**src/rtl/stopwatch_pkg.sv**
```systemverilog
// Shared state encoding and elaboration helpers for the stopwatch/timer block.
package stopwatch_pkg;

   typedef enum logic [2:0] {
      ST_IDLE  = 3'd0,
      ST_RUN   = 3'd1,
      ST_PAUSE = 3'd2,
      ST_PROG  = 3'd3,
      ST_DONE  = 3'd4
   } state_t;

   function automatic int clog2(input int value);
      int r;
      r = 0;
      for (int i = 0; i < 31; i++) begin
         if ((32'sd1 <<< i) < value) begin
            r = i + 1;
         end else begin
            r = r;
         end
      end
      return r;
   endfunction

endpackage

```
**src/rtl/stopwatch_lap_fifo.sv**
```systemverilog
// Lap capture FIFO: full push with a same-cycle pop succeeds, otherwise a full push
// is dropped and flags a sticky overflow. Flush empties it and clears the flag.
module stopwatch_lap_fifo
   import stopwatch_pkg::*;
#(
   parameter int T_W       = 39,
   parameter int LAP_DEPTH = 4
) (
   input  logic           clk,
   input  logic           rst_n,
   input  logic           i_flush,
   input  logic           i_push,
   input  logic           i_pop,
   input  logic [T_W-1:0] i_data,
   output logic [T_W-1:0] o_data,
   output logic           o_valid,
   output logic           o_ovf
);

   localparam int AW = clog2(LAP_DEPTH);
   localparam logic [AW-1:0] PTR_ONE  = {{(AW-1){1'b0}}, 1'b1};
   localparam logic [AW:0]   CNT_ONE  = {{AW{1'b0}}, 1'b1};
   localparam logic [AW:0]   CNT_FULL = (AW+1)'(LAP_DEPTH);

   logic [T_W-1:0] r_mem [LAP_DEPTH];
   logic [AW-1:0]  r_wp;
   logic [AW-1:0]  r_rp;
   logic [AW:0]    r_cnt;
   logic           r_ovf;
   logic           w_full;
   logic           w_empty;
   logic           w_do_push;
   logic           w_do_pop;

   assign w_full    = (r_cnt == CNT_FULL);
   assign w_empty   = (r_cnt == {(AW+1){1'b0}});
   assign w_do_pop  = i_pop & ~w_empty;
   assign w_do_push = i_push & (~w_full | w_do_pop);

   // Storage, pointers, occupancy and sticky overflow
   always_ff @(posedge clk or negedge rst_n) begin
      if (!rst_n) begin
         for (int i = 0; i < LAP_DEPTH; i++) begin
            r_mem[i] <= {T_W{1'b0}};
         end
         r_wp  <= {AW{1'b0}};
         r_rp  <= {AW{1'b0}};
         r_cnt <= {(AW+1){1'b0}};
         r_ovf <= 1'b0;
      end else if (i_flush) begin
         r_wp  <= {AW{1'b0}};
         r_rp  <= {AW{1'b0}};
         r_cnt <= {(AW+1){1'b0}};
         r_ovf <= 1'b0;
      end else begin
         if (w_do_push) begin
            r_mem[r_wp] <= i_data;
            r_wp        <= r_wp + PTR_ONE;
         end
         if (w_do_pop) begin
            r_rp <= r_rp + PTR_ONE;
         end
         case ({w_do_push, w_do_pop})
            2'b10:   r_cnt <= r_cnt + CNT_ONE;
            2'b01:   r_cnt <= r_cnt - CNT_ONE;
            default: r_cnt <= r_cnt;
         endcase
         if (i_push & ~w_do_push) begin
            r_ovf <= 1'b1;
         end
      end
   end

   assign o_data  = r_mem[r_rp];
   assign o_valid = ~w_empty;
   assign o_ovf   = r_ovf;

endmodule

```
**src/rtl/stopwatch_timer_ch.sv**
```systemverilog
// Count-up stopwatch / programmable count-down timer with explicit FSM.
// Optional lap capture FIFO is enabled by defining STOPWATCH_LAP_EN.
module stopwatch_timer_ch
   import stopwatch_pkg::*;
#(
   parameter int CLK_HZ     = 100_000_000,
   parameter int TICK_HZ    = 1000,
   parameter int T_W        = 39,
   parameter int SEC_TICKS  = 1000,
   parameter int MIN_TICKS  = 60000,
   parameter int PRESET_DEF = 60000,
   parameter int LAP_DEPTH  = 4
) (
   input  logic           clk,
   input  logic           rst_n,
   input  logic           s,
   input  logic           p,
   input  logic           u,
   input  logic           clr,
   input  logic           inc,
   input  logic           min,
   input  logic           lap,
   input  logic           lap_rd,
   output logic [T_W-1:0] t,
   output logic           zero,
   output logic [2:0]     state,
   output logic [T_W-1:0] lap_t,
   output logic           lap_valid,
   output logic           lap_ovf
);

   localparam int DIV  = CLK_HZ / TICK_HZ;
   localparam int PS_W = (clog2(DIV) < 1) ? 1 : clog2(DIV);
   localparam logic [PS_W-1:0] PS_LAST = PS_W'(DIV - 1);
   localparam logic [PS_W-1:0] PS_ONE  = {{(PS_W-1){1'b0}}, 1'b1};
   localparam logic [T_W-1:0]  T_ZERO  = {T_W{1'b0}};
   localparam logic [T_W-1:0]  T_ONE   = {{(T_W-1){1'b0}}, 1'b1};
   localparam logic [T_W-1:0]  T_MAX   = {T_W{1'b1}};
   localparam logic [T_W-1:0]  SEC_STEP = T_W'(SEC_TICKS);
   localparam logic [T_W-1:0]  MIN_STEP = T_W'(MIN_TICKS);
   localparam logic [T_W-1:0]  PRE_RST  = T_W'(PRESET_DEF);

   state_t          r_state;
   state_t          w_state_nxt;
   logic [T_W-1:0]  r_t;
   logic [T_W-1:0]  w_t_nxt;
   logic [T_W-1:0]  r_preset;
   logic [T_W-1:0]  w_preset_nxt;
   logic            r_dir;
   logic            w_dir_nxt;
   logic [PS_W-1:0] r_ps;
   logic [PS_W-1:0] w_ps_nxt;
   logic            r_zero;
   logic            r_s_q;
   logic            r_s_d;
   logic            r_inc_q;
   logic            r_inc_d;
   logic            w_s_edge;
   logic            w_inc_edge;
   logic [T_W-1:0]  w_reload;
   logic [T_W:0]    w_preset_sum;
   logic [T_W-1:0]  w_preset_inc;

   assign w_s_edge     = r_s_q & ~r_s_d;
   assign w_inc_edge   = r_inc_q & ~r_inc_d;
   assign w_reload     = u ? T_ZERO : r_preset;
   assign w_preset_sum = {1'b0, r_preset} + {1'b0, (min ? MIN_STEP : SEC_STEP)};
   assign w_preset_inc = w_preset_sum[T_W] ? T_MAX : w_preset_sum[T_W-1:0];

   // Input edge-detect history
   always_ff @(posedge clk or negedge rst_n) begin
      if (!rst_n) begin
         r_s_q   <= 1'b0;
         r_s_d   <= 1'b0;
         r_inc_q <= 1'b0;
         r_inc_d <= 1'b0;
      end else begin
         r_s_q   <= s;
         r_s_d   <= r_s_q;
         r_inc_q <= inc;
         r_inc_d <= r_inc_q;
      end
   end

   // Next-state, time, preset and prescaler; p > clr > s edge > tick
   always_comb begin
      w_state_nxt  = r_state;
      w_t_nxt      = r_t;
      w_preset_nxt = r_preset;
      w_dir_nxt    = r_dir;
      w_ps_nxt     = r_ps;
      if (p) begin
         w_state_nxt = ST_PROG;
         if (r_state == ST_PROG) begin
            if (clr) begin
               w_preset_nxt = T_ZERO;
            end else if (w_inc_edge) begin
               w_preset_nxt = w_preset_inc;
            end else begin
               w_preset_nxt = r_preset;
            end
         end else begin
            w_preset_nxt = r_preset;
         end
      end else begin
         case (r_state)
            ST_PROG: begin
               w_state_nxt = ST_IDLE;
               w_t_nxt     = w_reload;
            end
            ST_IDLE: begin
               w_t_nxt = w_reload;
               if (clr) begin
                  w_state_nxt = ST_IDLE;
               end else if (w_s_edge) begin
                  w_dir_nxt = u;
                  w_ps_nxt  = {PS_W{1'b0}};
                  // Zero-length countdown finishes without ever running
                  if (!u && (r_preset == T_ZERO)) begin
                     w_state_nxt = ST_DONE;
                     w_t_nxt     = T_ZERO;
                  end else begin
                     w_state_nxt = ST_RUN;
                  end
               end else begin
                  w_state_nxt = ST_IDLE;
               end
            end
            ST_RUN: begin
               if (clr) begin
                  w_state_nxt = ST_IDLE;
                  w_t_nxt     = w_reload;
               end else if (w_s_edge) begin
                  w_state_nxt = ST_PAUSE;
               end else if (r_ps == PS_LAST) begin
                  w_ps_nxt = {PS_W{1'b0}};
                  if (r_dir) begin
                     w_t_nxt = (r_t == T_MAX) ? T_MAX : r_t + T_ONE;
                  end else if (r_t <= T_ONE) begin
                     w_t_nxt     = T_ZERO;
                     w_state_nxt = ST_DONE;
                  end else begin
                     w_t_nxt = r_t - T_ONE;
                  end
               end else begin
                  w_ps_nxt = r_ps + PS_ONE;
               end
            end
            ST_PAUSE: begin
               if (clr) begin
                  w_state_nxt = ST_IDLE;
                  w_t_nxt     = w_reload;
               end else if (w_s_edge) begin
                  w_state_nxt = ST_RUN;
               end else begin
                  w_state_nxt = ST_PAUSE;
               end
            end
            ST_DONE: begin
               w_t_nxt = T_ZERO;
               if (clr) begin
                  w_state_nxt = ST_IDLE;
                  w_t_nxt     = w_reload;
               end else begin
                  w_state_nxt = ST_DONE;
               end
            end
            default: begin
               w_state_nxt = ST_IDLE;
               w_t_nxt     = T_ZERO;
            end
         endcase
      end
   end

   // Architectural state and registered outputs
   always_ff @(posedge clk or negedge rst_n) begin
      if (!rst_n) begin
         r_state  <= ST_IDLE;
         r_t      <= T_ZERO;
         r_preset <= PRE_RST;
         r_dir    <= 1'b0;
         r_ps     <= {PS_W{1'b0}};
         r_zero   <= 1'b0;
      end else begin
         r_state  <= w_state_nxt;
         r_t      <= w_t_nxt;
         r_preset <= w_preset_nxt;
         r_dir    <= w_dir_nxt;
         r_ps     <= w_ps_nxt;
         r_zero   <= (w_state_nxt == ST_DONE);
      end
   end

   assign t     = r_t;
   assign zero  = r_zero;
   assign state = r_state;

`ifdef STOPWATCH_LAP_EN
   logic r_lap_q;
   logic r_lap_d;
   logic w_lap_push;
   logic w_lap_pop;

   // Lap edge-detect history
   always_ff @(posedge clk or negedge rst_n) begin
      if (!rst_n) begin
         r_lap_q <= 1'b0;
         r_lap_d <= 1'b0;
      end else begin
         r_lap_q <= lap;
         r_lap_d <= r_lap_q;
      end
   end

   assign w_lap_push = r_lap_q & ~r_lap_d & ((r_state == ST_RUN) | (r_state == ST_PAUSE));
   assign w_lap_pop  = lap_rd & lap_valid;

   stopwatch_lap_fifo #(
      .T_W       (T_W),
      .LAP_DEPTH (LAP_DEPTH)
   ) u_lap_fifo (
      .clk     (clk),
      .rst_n   (rst_n),
      .i_flush (clr),
      .i_push  (w_lap_push),
      .i_pop   (w_lap_pop),
      .i_data  (r_t),
      .o_data  (lap_t),
      .o_valid (lap_valid),
      .o_ovf   (lap_ovf)
   );
`else
   logic w_unused_lap;
   assign w_unused_lap = &{1'b0, lap, lap_rd};
   assign lap_t        = T_ZERO;
   assign lap_valid    = 1'b0;
   assign lap_ovf      = 1'b0;
`endif

endmodule
```
**config.mk**
```make
export PLATFORM = sky130hd
export DESIGN_NAME = stopwatch_timer_ch
export DESIGN_NICKNAME = d
export VERILOG_FILES = /design/src/rtl/stopwatch_pkg.sv /design/src/rtl/stopwatch_lap_fifo.sv /design/src/rtl/stopwatch_timer_ch.sv
export SDC_FILE = /design/constraint.sdc
export NUM_CORES = 1
export LEC_CHECK = 0
export CORE_AREA = 8 8 124 126
export CTS_CLUSTER_DIAMETER = 40
export DETAILED_ROUTE_END_ITERATION = 16
export DIE_AREA = 0 0 132 134
export HOLD_SLACK_MARGIN = 0.1
export PLACE_DENSITY = 0.82
export SLEW_MARGIN = 20
export SYNTH_ARGS = -nofsm -noshare
export SYNTH_HDL_FRONTEND = slang
export SYNTH_SLANG_ARGS = --single-unit
export TNS_END_PERCENT = 20
```
**constraint.sdc**
```tcl
create_clock -name clk -period 6.41 [get_ports clk]
set_input_delay 1.6025 -clock clk [delete_from_list [all_inputs] [get_ports clk]]
set_output_delay 1.6025 -clock clk [all_outputs]
set_load 0.005 [all_outputs]
```
==> Word level (Yosys, flattened, before mapping) <==
Cells that the tools add are included.
Widths: inputs -> output; s select.
{ "totals": {"register_bits": 104, "input_bits": 10, "output_inout_bits": 84, "wordCells": 81} }
{ "classes": {"n_addsub": 4, "order_cmp": 1, "eq_ne": 14, "n_mux": 36, "n_bitwise": 6, "reduce_logical": 10} }
{ "op_table": {"columns": ["cell", "n"], "rows": [
  ["$mux 39", 15],
  ["$pmux 39 s5", 1],
  ["$mux 17", 5],
  ["$add 39x16->40", 1],
  ["$add 39x1->39 const B", 1],
  ["$eq 39x39->1 const B", 1],
  ["$le 39x1->1 const B", 1],
  ["$logic_not 39->1", 1],
  ["$sub 39x1->39 const B", 1],
  ["$pmux 17 s2", 1],
  ["$mux 3", 10],
  ["$add 17x1->17 const B", 1],
  ["$eq 17x17->1 const B", 1],
  ["$mux 16", 1],
  ["$pmux 3 s4", 1],
  ["$ne 2x2->1 const B", 5],
  ["$reduce_and 4->1", 2],
  ["$eq 3x2->1 const B", 2],
  ["$eq 3x3->1 const B", 2],
  ["$ne 3x3->1 const B", 2],
  ["$reduce_and 6->1", 1],
  ["$mux 2", 2],
  ["$not 1->1", 4],
  ["$reduce_bool 2->1", 2],
  ["6 further kinds", 7]
]} }

==> Logic depth before layout (Yosys ltp) <==
Gate-level depths: netlist (run 1).
{ "logic_depth": {"ltp_word": 9, "ltp_mapped": 12, "mapped_depth_nobuf": 10} }

==> Worst setup path after synthesis (run 1) <==
OpenSTA, ideal clock, no wires.
{ "synth_timing": {"path_kind": "input -> register", "from": "in min", "to": "reg r_preset[17]", "setup_ps": 123, "arrival_ps": 3639, "t_required_ps": 6287, "setup_slack_ps": 2648, "stages": 12, "n_path_buf": 3, "path_cell_list": "inv_1 > ha_1 > clkbuf_1 > a211o_1 > a21oi_1 > nand2_1 > a41o_1 > and3_1 > clkbuf_1 > clkbuf_1 > o21ai_0 > nand2_1"} }
{ "synth_via": {"elab_chain_len": 5} }
{ "synth_lines": {"columns": ["item", "line_no", "rtl"], "rows": [
  ["start, declared", "stopwatch_timer_ch.sv:21", "input logic min,"],
  ["$mux 16", "stopwatch_timer_ch.sv:67", "assign w_preset_sum = {1'b0, r_preset} + {1'b0, (min ? MIN_STEP : SEC_STEP)};"],
  ["$add 39x16->40", "stopwatch_timer_ch.sv:67", null],
  ["$mux 39", "stopwatch_timer_ch.sv:68", "assign w_preset_inc = w_preset_sum[T_W] ? T_MAX : w_preset_sum[T_W-1:0];"],
  ["$mux 39", "stopwatch_timer_ch.sv:97", "end else if (w_inc_edge) begin"],
  ["$mux 39", "stopwatch_timer_ch.sv:95", "if (clr) begin"],
  ["end signal, assigned", "stopwatch_timer_ch.sv:188", "r_preset <= w_preset_nxt;"],
  ["end, declared", "stopwatch_timer_ch.sv:47", "logic [T_W-1:0] r_preset;"]
]} }
No other way between the ends. The select of a mux whose other input is x is not followed.
A chain may end at the register's enable or synchronous reset.

==> Worst setup path after layout (run 1) <==
{ "layout_timing": {"from": "in clr", "to": "reg r_t[31] (netlist: t[31])"} }
{ "layout_via": {"elab_chain_len": 2, "word_cells_on_any_way": 8, "classes_between": "eq/ne: 3; mux: 4; reduce/logical: 1"} }
{ "layout_lines": {"columns": ["item", "line_no", "rtl"], "rows": [
  ["start, declared", "stopwatch_timer_ch.sv:19", "input logic clr,"],
  ["$mux 39 (tied with other cells)", "stopwatch_timer_ch.sv:161", "if (clr) begin"],
  ["$pmux 39 s5 / $reduce_and 4->1 (equally long branches)", null, null],
  ["end signal, assigned", "stopwatch_timer_ch.sv:187", "r_t <= w_t_nxt;"],
  ["end, declared", "stopwatch_timer_ch.sv:45", "logic [T_W-1:0] r_t;"]
]} }
Several ways; a longest one is shown, not always the timed one.

==> metrics list, run 1 <==
- The run finished with clean final reports.
- Leading cell types by count after synthesis: 107 x nand2_1, 95 x dfrtp_1, 82 x o21ai_0
- Entering global routing, the biggest net connects 62 pins.
- After global routing the overflow that remains totals 0.
- At the end of routability-driven placement, the weighted congestion stood at 0.940.
- For this run, design rule violations remaining after detail routing come to 0.
- The number of antenna violations at the first check in global routing was 0.
- Yosys cell types: between 70 and 80
- # diodes: 0
- The max-slew violation total from the final report was 0.
* Final Hold Violating Endpoints: 0
- The number of placed instances, taps included, is 1,178.
- Setup total negative slack on the finished layout was measured at 0 ns.
- A synthesized cell averages approximately 7.8 sq um.
* Number of levels in the clock H-tree: 3
- The synthesized netlist devotes between 20% and 30% of its cell area to simple gates.
- Per-cell routed wire length: between 15 and 20 um
- Across the routed clock network, the largest skew measured is approximately 0.011 ns.
* Clock tree from TritonCTS: built
* Count of cells resized by post-cts repair: 0
* Cell type with the highest aggregate area in the netlist: dfrtp_1
- The floorplan has 43 rows.
* WHS: ~0.37 ns
- The min-delay analysis places its worst path in the category flip-flop to flip-flop.
* 1st-iter DRT viols: 1,260
- Of the cells placed in the final design, the portion with a size suffix greater than 1 is around 5.8%.
* Number of buffers inserted by post-CTS setup repair: 0
- Wire length of the first global-routing pass: 36,900 um
- The clock drives between 100 and 150 sinks.
- Detailed placement ended at an HPWL of between 15,000 and 20,000 um.
* Clock latency reported for the late side of the worst-skew pair: between 0.3 and 0.4 ns
* Horizontal die dimension: around 130 um
- The first TritonRoute pass finished after 7 iterations.
* Drt via density: roughly 6.6
- Global routing used ~25% of the available tracks across all layers.
- The worst setup path is captured at a flip-flop.
- Vias after detailed routing: slightly below 8,000
- At the end of the flow, the number of nets in the layout was just over 1,000.
* Type of element launching the critical path: input port
- The area growth from synthesis to layout is 8.17%.
* Register clock-pin slew on the reported worst setup and hold paths: roughly 0.080 ns
- Yosys attributes the largest share of cell area to dfrtp_1 30%, o21ai_0 5.2%, nand2_1 5.1%.
- From bottom edge to top edge, the die measures about 130 um.
- Unrepaired setup endpoints after global routing: no
- Static leakage power: 3.56 nW
- Of the total synthesized cell area, the portion taken by XOR and XNOR cells is 4.09%.
- Area of the die: approximately 18,000 sq um
- Required time at the worst-slack endpoint: approximately 6.7 ns
- Across the VDD grid, the largest voltage drop is about 0.11 mV.
- Clock buffers created by TritonCTS: 9
* Post-synthesis instance total: approximately 1,000
- For the worst setup path, the data arrival time is ~4.8 ns.
* Number of warnings issued by yosys: 0
- In this run the count of I/O pins placed on the die edge is 94.
- Critical path fanouts, max: 36
* Post-synthesis share of cell area spent on full adders, half adders and majority gates: 2.02%
* Power per Cell Area: 217 nW/um^2
* Share of the synthesized area in compound gates (AO/OA/AOI/OAI): between 20% and 30%
- Post-synthesis sequential element count: a little over 100
- The core region is between 10,000 and 15,000 sq um.
* Setup-failing EPs final: 0
- By startpoint and endpoint, the worst setup path is classified as input port to flip-flop.
* Final Cycle Share: 71.0%
- No sink is reached through more buffers than the 2 on the longest clock path.
- In this run, post-CTS hold repair placed 0 buffers.
- Mux contribution to synthesized area: less than 1%
- Post-synthesis async set-or-reset flop share: 100%
- In this run the tool buffered the top-level ports with 50 buffer cells.
- Yosys instantiated no cell more often than nand2_1.
* Primary flip-flop cell chosen by synthesis mapping: dfrtp_1
* Initial cell density of the core: roughly three fifths
- Final min period: between 4 and 5 ns
* Cell Count, Final, Fillers Out: around 1,200
- The share of the Yosys chip area taken by registers is 32.3%.
- Dominant combinational cell family by area after synthesis: simple AND/OR/NAND/NOR gates
- Final ANT Viol Nets: 0
* Vias in the first global route: approximately 7,000
- Max-slew headroom at the worst pin: 33.2%
- Area share of the largest cell type after synthesis: a little under a third
- Number of violations of the max-capacitance limit: 0
- Least-Margin Pin Slew: 1.00 ns
* Root buffer selected by CTS: clkbuf_16
* Count of flip-flops with a built-in enable after synthesis: 0
- Based on the critical path, the design can be clocked at up to around 220 MHz.
- Synth Cell Area: 7920 sq um
- The final layout contains routed wiring with a total length of 23,100 um.
-- through the flow --
step | util [%] | setup slack [ns] | power [mW] | instance area, sq um
after floorplan | - | 2.65 | 1.14 | 8070
after global placement | 61.1 | 1.58 | 1.26 | 8250
after detailed placement | 61.1 | 1.57 | 1.27 | 8250
after CTS | 63.4 | 1.94 | 1.85 | 8560
after global routing | 63.4 | 1.78 | 1.95 | 8570
final | 63.4 | 1.86 | 1.86 | 8570
-- registers in the layout (all words and copies together) (netlist names) --
signal / cells
r_inc_d: 1
r_ps: 17
r_s_q: 1
r_preset: 37
t: 39
r_s_d: 1
r_dir: 1
zero: 1
r_inc_q: 1
state: 3
-- critical path, stage by stage --
cell	delay, ns
clkdlybuf4s50_1	0.73
or4b_1	0.79
o21ai_0	0.69
a211oi_4	0.07
buf_4	0.30
a22o_1	0.23
or3_1	0.36
-- layout make-up --
| type | count | area (sq um) |
|---|---|---|
| sequential | 102 | 2560 |
| clock inverter | 6 | 76.3 |
| tap | 180 | 225 |
| multi-input combinational | 817 | 4840 |
| inverter | 21 | 78.8 |
| timing repair buffer | 58 | 558 |
| clock buffer | 10 | 229 |
| fill | 1149 | 4940 |
-- metal layers --
metal,global-route usage [%],vias up,routed length (um)
met5,0,-,0
met4,11.9,0,717
met3,5.05,61,2170
met2,39.0,460,10700
met1,33.8,3748,9550
li1,-,3662,-
-- final timing paths --
kind                                   startpoint                  endpoint  slack [ns]  depth (start not counted)
worst max-delay path                          clr         t[31]$_DFFE_PN0P_        1.86                          7
min in group asynchronous                   rst_n      r_ps[10]$_DFFE_PN0P_        1.32                          1
worst min-delay path            r_inc_q$_DFF_PN0_         r_inc_d$_DFF_PN0_        0.37                          0
max in group asynchronous                   rst_n  r_preset[13]$_DFFE_PN1P_        4.01                          2
worst min register to register  r_inc_q$_DFF_PN0_         r_inc_d$_DFF_PN0_        0.37                          0
worst max register to register  t[26]$_DFFE_PN0P_         t[35]$_DFFE_PN0P_        2.79                          7
-- cell families (layout without fill, tap and decap cells) --
kind of cell / after synthesis / in the layout
flip-flops: 102 / 102
AND/OR/NAND/NOR: 437 / 437
buffers and inverters: 138 / 95
multiplexers: 7 / 7
adder cells (fa/ha/maj): 13 / 13
other: 1 / 41
AO/OA/AOI/OAI: 282 / 282
XOR/XNOR: 37 / 37
-- cells in the final DEF, fill, tap and decap left out, types with 25 or more instances in the layout --
cell             synthesis  layout
nand3_1                 54      54
dfrtp_1                 95      95
nand2_1                107     107
clkdlybuf4s50_1          0      49
conb_1                   1      41
nand4_1                 32      32
a21oi_1                 56      56
o21ai_0                 82      81
nor4_1                  25      25
nor2_1                  74      73
nor3_1                  29      29
-- power breakdown --
part	internal (mW)	switching, mW
Combinational	0.204	0.343
Sequential	0.677	0.0530
Clock	0.310	0.273
Total	1.19	0.669
Power figures use the tool's default switching activity.
==> run 2, diff against run 1 <==
--- a/config.mk
+++ b/config.mk
@@ -5,12 +5,12 @@
 export SDC_FILE = /design/constraint.sdc
 export NUM_CORES = 1
 export LEC_CHECK = 0
-export CORE_AREA = 8 8 124 126
+export CORE_AREA = 8 8 127 129
 export CTS_CLUSTER_DIAMETER = 40
 export DETAILED_ROUTE_END_ITERATION = 16
-export DIE_AREA = 0 0 132 134
+export DIE_AREA = 0 0 135 137
 export HOLD_SLACK_MARGIN = 0.1
-export PLACE_DENSITY = 0.82
+export PLACE_DENSITY = 0.78
 export SLEW_MARGIN = 20
 export SYNTH_ARGS = -nofsm -noshare
 export SYNTH_HDL_FRONTEND = slang
==> constraint.sdc (replaced) <==
create_clock -name clk -period 4.55 [get_ports clk]
set_input_delay 1.1375 -clock clk [delete_from_list [all_inputs] [get_ports clk]]
set_output_delay 1.1375 -clock clk [all_outputs]
set_load 0.005 [all_outputs]
==> run 2 against run 1 <==
Against the previous run:
- sequential power rose by 41%
- global-route usage decreased by 0.62 points
- largest power group unchanged
- register-to-register slack got worse by 1.9 ns
- sequential share of layout area down 0.26 points
- worst setup slack worse by 1.1 ns
- routed wire length up 0.80%
- clock power rose by 41%
- clock skew down 0.0010 ns
- combinational power grew 41%
- largest cell class unchanged
- hold slack gained 0.0032 ns
- sequential cell count unchanged
- critical endpoint is now r_preset[3]$_DFFE_PN0P_
==> metrics list, run 2 (synthesis results as in run 1) <==
- Fmax: between 200 and 300 MHz
- Die Height: 137 um
* Layout Nets: between 1,000 and 1,500
- Clock skew: 0.00966 ns
- In this run the remaining antenna-violating nets after routing total 0.
* Power per Cell Area: just over 300 nW/um^2
- The library cells used most frequently in the layout, excluding fill and tap cells, are 107 x nand2_1, 95 x dfrtp_1, 81 x o21ai_0, 73 x nor2_1, 56 x a21oi_1.
- Number of levels in the clock H-tree: 3
* Area of the placeable core: 14,200 sq um
* Area of all sequential standard cells: between 2000 and 3000 sq um
- Least-Margin Pin Slew: ~0.96 ns
- GR Util All Layers: roughly 25%
- Fill cells: 1,309
- The repair_antennas step left the layout with diodes totalling 0.
- The worst setup path is launched from an input port.
- Largest net degree at the start of global routing: 56
* Initial cell density of the core: between 50% and 60%
* Register clock-pin slew on the reported worst setup and hold paths: about 0.08 ns
- Setup TNS: 0 ns
* Horizontal die dimension: 135 um
- In the final routed layout, each cell accounts on average for 19.3 um.
* Final min period: roughly 3.8 ns
* Critical path class: input port to flip-flop
- Row generation in the floorplan step produced 44 rows.
- The final layout contains routed wiring with a total length of between 20,000 and 25,000 um.
* Setup WS pre-CTS: approximately 0.41 ns
* Hold buffer count at CTS: 0
- The library cell used most frequently in the layout, excluding fill and tap cells, is nand2_1.
- Root buffer selected by CTS: clkbuf_16
- Max-slew headroom at the worst pin: between 30% and 40%
* Fin worst setup slack: about 0.76 ns
- Worst VDD drop: between 0.15 and 0.2 mV
- Power comes to 2.62 mW.
* Footprint of the multi-input gates: 4830 sq um
* Total iterations of the first detailed-routing run: 7
* DR DRC count: 0
- Final-report max-slew violation count: 0
- Final Cycle Share: about 83%
- Buffers inserted during clock tree synthesis total 9.
- The floorplan step defined a die boundary enclosing around 18,000 sq um.
* Area grow syn2layout: 9.10%
- The register with the most flip-flops in the layout has 39 of them.
* Required time at the worst-slack endpoint: about 4.8 ns
- Counting along the longest clock path gives a buffer depth of 2.
- Top Ports: 94
- Data arrives at the worst endpoint at 4.05 ns.
* Unrepaired setup endpoints after global routing: no
- Clock latency reported for the late side of the worst-skew pair: 0.37 ns
* Setup-failing EPs final: 0
- Hold Crit Class: flip-flop to flip-flop
- Of all nets on the critical path, the largest fanout is 19.
* Total number of clock tree sinks: just over 100
* Number of buffers inserted by post-CTS setup repair: 0
* Endpoint class of the critical path: flip-flop
- Global routing finished with a remaining overflow of 0.
- The number of gates resized after CTS was 0.
- Outcome: finished clean
- Final Hold Violating Endpoints: 0
- Routability congestion estimate: around 0.94
- After detailed routing, the number of vias per cell comes to approximately 6.6.
- Buffers placed on the I/O ports in this run total 50.
- Antenna violations before repair: 0
- TritonCTS built the clock tree.
- The first global-routing pass estimated 37,000 um of wire.
- The number of global-route vias before repair came to roughly 7,000.
* Share of final-layout standard cells stronger than drive strength 1: under 10%
* Vias after detailed routing: 8,001
- Static leakage power: between 3 and 4 nW
- DPL Wire Length: 16,400 um
- After the first detailed-routing iteration, the DRC count stood at 1,213.
- Number of violations of the max-capacitance limit: 0
## run 2: area by class of cell
cell class	count	area share (%)
repair buffers	68	7.33
well taps	184	2.66
clock buffers	9	2.61
clock inverters	7	0.912
inverters	21	0.912
flip-flops and latches	102	29.6
multi-input cells	817	55.9
## run 2: where the power goes
part | internal [mW] | total [mW] | switching, mW
combinational | 0.296 | 0.774 | 0.478
clock | 0.397 | 0.822 | 0.425
sequential | 0.954 | 1.03 | 0.0749
## run 2: worst max-delay path: stages
cell and delay, ns:
clkdlybuf4s50_1 0.58, inv_1 0.13, ha_1 0.40, a211o_1 0.36, a21oi_1 0.19, nand2_1 0.12
a41o_1 0.34, and3_1 0.43, o21ai_0 0.29, nand2_1 0.07
## run 2: metal layers
layer / track usage [%] / part of all wire (%) / vias to the layer above
li1: - / - / 3696
met1: 31.9 / 39 / 3773
met2: 39.8 / 47 / 464
met3: 4.37 / 10 / 68
met4: 11.7 / 3.1 / 0
met5: 0 / 0 / -
## run 2: stage by stage
stage	cell area (sq um)	hold WS, ns	std cells	util [%]
after floorplan	8070	0.347	1057	-
after global placement	8330	0.365	1192	58.7
after detailed placement	8330	0.356	1192	58.7
after CTS	8640	0.376	1208	60.8
after global routing	8640	0.400	1208	60.8
final	8640	0.374	1208	60.8
## run 2: path summary, 6_finish.rpt
path | start | to | slack (ns) | depth (start not counted)
setup / recovery | min | r_preset[3]$_DFFE_PN0P_ | 0.76 | 10
hold / removal | r_inc_q$_DFF_PN0_ | r_inc_d$_DFF_PN0_ | 0.37 | 0
setup reg to reg | t[23]$_DFFE_PN0P_ | t[35]$_DFFE_PN0P_ | 0.92 | 7
hold reg to reg | r_inc_q$_DFF_PN0_ | r_inc_d$_DFF_PN0_ | 0.37 | 0
max in group asynchronous | rst_n | r_preset[6]$_DFFE_PN1P_ | 2.83 | 2
min in group asynchronous | rst_n | r_ps[7]$_DFFE_PN0P_ | 0.82 | 1
